## src/rtl/jk_bank_seq_pkg.sv

```systemverilog
// Shared definitions for the JK bank sequencer: op codes, controller states
// and the helper that predicts a bit's value after a command.
package jk_bank_seq_pkg;

    localparam int NBITS_DEFAULT = 4;

    localparam logic [1:0] HOLD = 2'b00;
    localparam logic [1:0] RST  = 2'b01;
    localparam logic [1:0] SET  = 2'b10;
    localparam logic [1:0] TGL  = 2'b11;

    typedef enum logic [1:0] {
        ST_IDLE  = 2'b00,
        ST_SETUP = 2'b01,
        ST_PULSE = 2'b10,
        ST_CHECK = 2'b11
    } state_t;

    function automatic logic expected_bit(input logic [1:0] op, input logic cur);
        logic res;
        case (op)
            HOLD:    res = cur;
            RST:     res = 1'b0;
            SET:     res = 1'b1;
            default: res = ~cur;
        endcase
        return res;
    endfunction

endpackage

```

## src/rtl/jk_bank_seq_jk_bank.sv

```systemverilog
// Bank of NBITS JK flip-flops with per-bit J/K, a shared enable and an
// asynchronous active-low clear.
module jk_bank #(
    parameter int NBITS = 4
) (
    input  logic             clk,
    input  logic             rst_n,
    input  logic             en,
    input  logic [NBITS-1:0] j,
    input  logic [NBITS-1:0] k,
    output logic [NBITS-1:0] q
);

    logic [NBITS-1:0] q_q;
    logic [NBITS-1:0] q_d;

    always_comb begin
        q_d = q_q;
        if (en) begin
            for (int i = 0; i < NBITS; i++) begin
                case ({j[i], k[i]})
                    2'b01:   q_d[i] = 1'b0;
                    2'b10:   q_d[i] = 1'b1;
                    2'b11:   q_d[i] = ~q_q[i];
                    default: q_d[i] = q_q[i];
                endcase
            end
        end
    end

    always_ff @(posedge clk or negedge rst_n) begin
        if (!rst_n) begin
            q_q <= '0;
        end else begin
            q_q <= q_d;
        end
    end

    assign q = q_q;

endmodule

```

## src/rtl/jk_bank_seq.sv

```systemverilog
// Sequencer that arbitrates two requesters round-robin and applies one JK
// command at a time to the bank, then checks the targeted bit.
module jk_bank_seq
    import jk_bank_seq_pkg::*;
#(
    parameter int NBITS = NBITS_DEFAULT,
    parameter int IDXW  = 2
) (
    input  logic             clk,
    input  logic             R,
    input  logic             req0,
    input  logic [1:0]       op0,
    input  logic [IDXW-1:0]  idx0,
    input  logic             req1,
    input  logic [1:0]       op1,
    input  logic [IDXW-1:0]  idx1,
    output logic [1:0]       gnt,
    output logic             busy,
    output logic             done,
    output logic             err,
    output logic [NBITS-1:0] q
);

    state_t            state_q, state_d;
    logic [1:0]        op_q, op_d;
    logic [IDXW-1:0]   idx_q, idx_d;
    logic              exp_q, exp_d;
    logic [1:0]        gnt_q, gnt_d;
    logic              prio_q, prio_d;

    logic              win1;
    logic [1:0]        sel_op;
    logic [IDXW-1:0]   sel_idx;
    logic [NBITS-1:0]  bank_j;
    logic [NBITS-1:0]  bank_k;
    logic              bank_en;

    // prio_q high means requester 1 wins the next tie
    assign win1    = req1 && (!req0 || prio_q);
    assign sel_op  = win1 ? op1 : op0;
    assign sel_idx = win1 ? idx1 : idx0;

    always_comb begin
        state_d = state_q;
        op_d    = op_q;
        idx_d   = idx_q;
        exp_d   = exp_q;
        gnt_d   = 2'b00;
        prio_d  = prio_q;
        case (state_q)
            ST_IDLE: begin
                if (req0 || req1) begin
                    op_d    = sel_op;
                    idx_d   = sel_idx;
                    exp_d   = expected_bit(sel_op, q[sel_idx]);
                    gnt_d   = win1 ? 2'b10 : 2'b01;
                    prio_d  = !win1;
                    state_d = ST_SETUP;
                end
            end
            ST_SETUP: state_d = ST_PULSE;
            ST_PULSE: state_d = ST_CHECK;
            default:  state_d = ST_IDLE;
        endcase
    end

    always_ff @(posedge clk or negedge R) begin
        if (!R) begin
            state_q <= ST_IDLE;
            op_q    <= HOLD;
            idx_q   <= '0;
            exp_q   <= 1'b0;
            gnt_q   <= 2'b00;
            prio_q  <= 1'b0;
        end else begin
            state_q <= state_d;
            op_q    <= op_d;
            idx_q   <= idx_d;
            exp_q   <= exp_d;
            gnt_q   <= gnt_d;
            prio_q  <= prio_d;
        end
    end

    // J/K are presented in SETUP and held through PULSE so the enable sees stable inputs
    always_comb begin
        bank_j = '0;
        bank_k = '0;
        if (state_q == ST_SETUP || state_q == ST_PULSE) begin
            bank_j[idx_q] = op_q[1];
            bank_k[idx_q] = op_q[0];
        end
    end

    assign bank_en = (state_q == ST_PULSE);

    jk_bank #(.NBITS(NBITS)) u_bank (
        .clk   (clk),
        .rst_n (R),
        .en    (bank_en),
        .j     (bank_j),
        .k     (bank_k),
        .q     (q)
    );

    assign gnt  = gnt_q;
    assign busy = (state_q != ST_IDLE);
    assign done = (state_q == ST_CHECK);
    assign err  = done && (q[idx_q] != exp_q);

endmodule

```

## config.mk

```make
export PLATFORM = sky130hd
export DESIGN_NAME = jk_bank_seq
export DESIGN_NICKNAME = d
export VERILOG_FILES = /design/src/rtl/jk_bank_seq_pkg.sv /design/src/rtl/jk_bank_seq_jk_bank.sv /design/src/rtl/jk_bank_seq.sv
export SDC_FILE = /design/constraint.sdc
export NUM_CORES = 1
export LEC_CHECK = 0
export ABC_AREA = 1
export ABC_CLOCK_PERIOD_IN_PS = 1800
export CAP_MARGIN = 5
export CELL_PAD_IN_SITES_DETAIL_PLACEMENT = 0
export CELL_PAD_IN_SITES_GLOBAL_PLACEMENT = 2
export CORE_AREA = 2 2 59 61
export DETAILED_ROUTE_END_ITERATION = 8
export DIE_AREA = 0 0 61 63
export GPL_TIMING_DRIVEN = 0
export PLACE_DENSITY_LB_ADDON = 0.08
export SLEW_MARGIN = 10
export SYNTH_ARGS = -nofsm -noshare
export SYNTH_HDL_FRONTEND = slang
export SYNTH_SLANG_ARGS = --single-unit
```

## constraint.sdc

```tcl
create_clock -name clk -period 1.8 [get_ports clk]
set_input_delay 0.36 -clock clk [delete_from_list [all_inputs] [get_ports clk]]
set_output_delay 0.36 -clock clk [all_outputs]
set_load 0.1 [all_outputs]
```

==> impl_metrics.ini <==
[floorplan]
die_h_um = 63
rows = 21
die_w_um = 61
boundaryPins = 21
design.core.area_um2 = 3232
start_util_pct = 25.94
die-area_um2 = 3843

[setup_path]
worstSetupEndpointType = output port
cp_cell_sequence = buf_4 > nor3_4 > nor4_4 > nand2_1 > nand2_2 > nor2_4 > buf_12
cp.arrival_ns = 1.61
path_max_fanout = 5
critical_path_class = flop to output port
rr_startpoint = state_q[0]
required_ns = 1.44
start_kind = flop
worstRegToRegCells = 5
cp-startpoint = idx_q[0]
slowest_stage = dfrtp_2
worst_path_largest_cell_delay_ns = 0.45

[yosys]
synth_area_um2 = 838.3
syn-num-nets = 118
syn_inst = 103
yosysWarnings = 0
seq_area_frac_synth_pct = 41.79
synth_cell_types = 23
syn_avg_cell_area_um2 = 8.139
synth.ff_latch_count = 14

[grt]
antenna_found_initial = 0
gr-usage-all-layers_pct = 11.64
overflow = 0
grt_pass1_wl_um = 3318
first_global_vias = 732
grt_max_degree = 15

[detailed_routing]
drt_iter0_drc = 19
drc = 0
routed_wl_um = 1996
route.detailed.wl_per_inst_um = 11.41
dr_total_vias = 759
via_per_inst = 4.337
ant_nets = 0
drtPass1Iterations = 5

[finish]
syn_to_final_growth_pct = 44.48
drive_gt1_share_pct = 32.56
nNetsFinal = 145
fin_util_pct = 37.48
design_area_um2 = 1211
regArea_um2 = 367.9
final_common_cell = nand2_1
multiInputGateArea_um2 = 446.7
layout_common_cells = 17 x nand2_1, 15 x inv_1, 13 x nand3_1, 10 x clkdlybuf4s50_1, 8 x dfrtp_1
fill_cells = 337
diodes = 0

[placed_design]
hpwl_um = 1560
gp_congestion = 0.7540
placed_area_um2 = 1144
port_buffers = 19

[sta]
slew_violations = 0
rsz0062_at_grt = true
layout_setup_ws_ns = -0.1733
hold_slack_ns = 0.4241
slew_headroom_pct = 54.49
fin_crit_ns = 1.973
fin_skew_ns = 0.009606
fmaxAchievable_mhz = 506.8
finalCritPeriodShare_pct = 109.6
setup_viol = 1
hold_viol_final = 0
worst_slew_pin_slew_ns = 0.6806

[min_path]
hold_depth = 3
worstHoldStart = req1
holdCritPathClass = primary input to flop

[status]
outcome = finished, violations left
violations = setup timing

[clock_tree]
cts_tree = yes
clk_pin_slew_worst_paths_ns = 0.09
htree_levels = 1
clock_latency_ns = 0.28
cts_root_buffer = clkbuf_4
cts-buffers-inserted = 3
cts.sinks = 14
cts_buffer_depth = 2

[flow_run]
max_cap_violations = 0
sequential cells by signal, indices dropped and copies added, names as in the netlist:
register and flops:
u_bank.q 4, gnt 2, op_q 2, prio_q 1, state_q 2, exp_q 1, idx_q 2
area by class of cell:
type                       instances  area share, %
inverter                          21          6.715
buffer                             1         0.6198
tap                               46          4.752
timing repair buffer              22          18.49
sequential                        14          30.37
multi-input combinational         67          36.88
clock buffer                       4          2.169
metrics by stage:
stage          worst slack (ns)  TNS [ns]  instances
4_1_cts                 -0.2329   -0.2329        172
6_report                -0.1733   -0.1733        175
3_3_place_gp            -0.8311    -2.109        168
5_1_grt                 -0.2515   -0.2515        175
3_5_place_dp            -0.8487    -2.127        168
2_1_floorplan           -0.1413   -0.1413        103
worst max-delay path, delay by kind of cell (launching register included):
kind | cells | cell delay (ns)
buffers and inverters | 2 | 0.33
and+or+nand+nor | 5 | 0.55
DFF | 1 | 0.45
cells in the mapped netlist:
cell	n	area share [%]
nand2_4	1	1.3
nor3_2	1	1.2
nor2_2	1	0.75
nor3_1	3	1.8
ha_1	3	4.5
mux2i_1	1	1.2
a21oi_4	1	1.9
nor4_4	1	2.5
nor2_1	4	1.8
o21ai_0	5	3.0
nand2_8	1	2.4
o21ai_1	2	1.2
a31oi_1	4	3.0
and3_1	1	0.75
nand2_1	18	8.1
a21oi_1	4	2.4
nand2_2	2	1.5
buf_4	1	0.90
dfrtp_1	14	42
a22oi_1	1	0.90
inv_1	20	9.0
inv_2	1	0.45
nand3_1	13	7.8
final timing paths:
check | end | slack, ns
worst max-delay path | err | -0.17
worst min-delay path | gnt[1] | 0.42
worst max register to register | u_bank.q[1] | 0.23
worst min register to register | exp_q | 0.50
max in group asynchronous | u_bank.q[1] | 0.81
min in group asynchronous | u_bank.q[0] | 0.49
per-layer routing:
layer / wire length [µm] / track usage (%)
met5: 0 / 0
met4: 15 / 3.261
met3: 48 / 3.106
met2: 935 / 17.88
met1: 997 / 15.86
kinds of logic after synthesis:
family          synth area share [%]
flops                          41.79
fa+ha+maj                      4.478
compound gates                 12.39
buf+inv                        10.30
mux                            1.194
simple gates                   29.85
timing repair:
item,CTS,global route
setup buffers,0,3
gates resized for setup,36,9
hold buffers,0,0
endpoints found under the setup margin,9,4
pin swaps,0,3
Power is left out: the tool's default activity adds up to more than one toggle a clock period on the data nets, which glitch-free logic cannot reach.
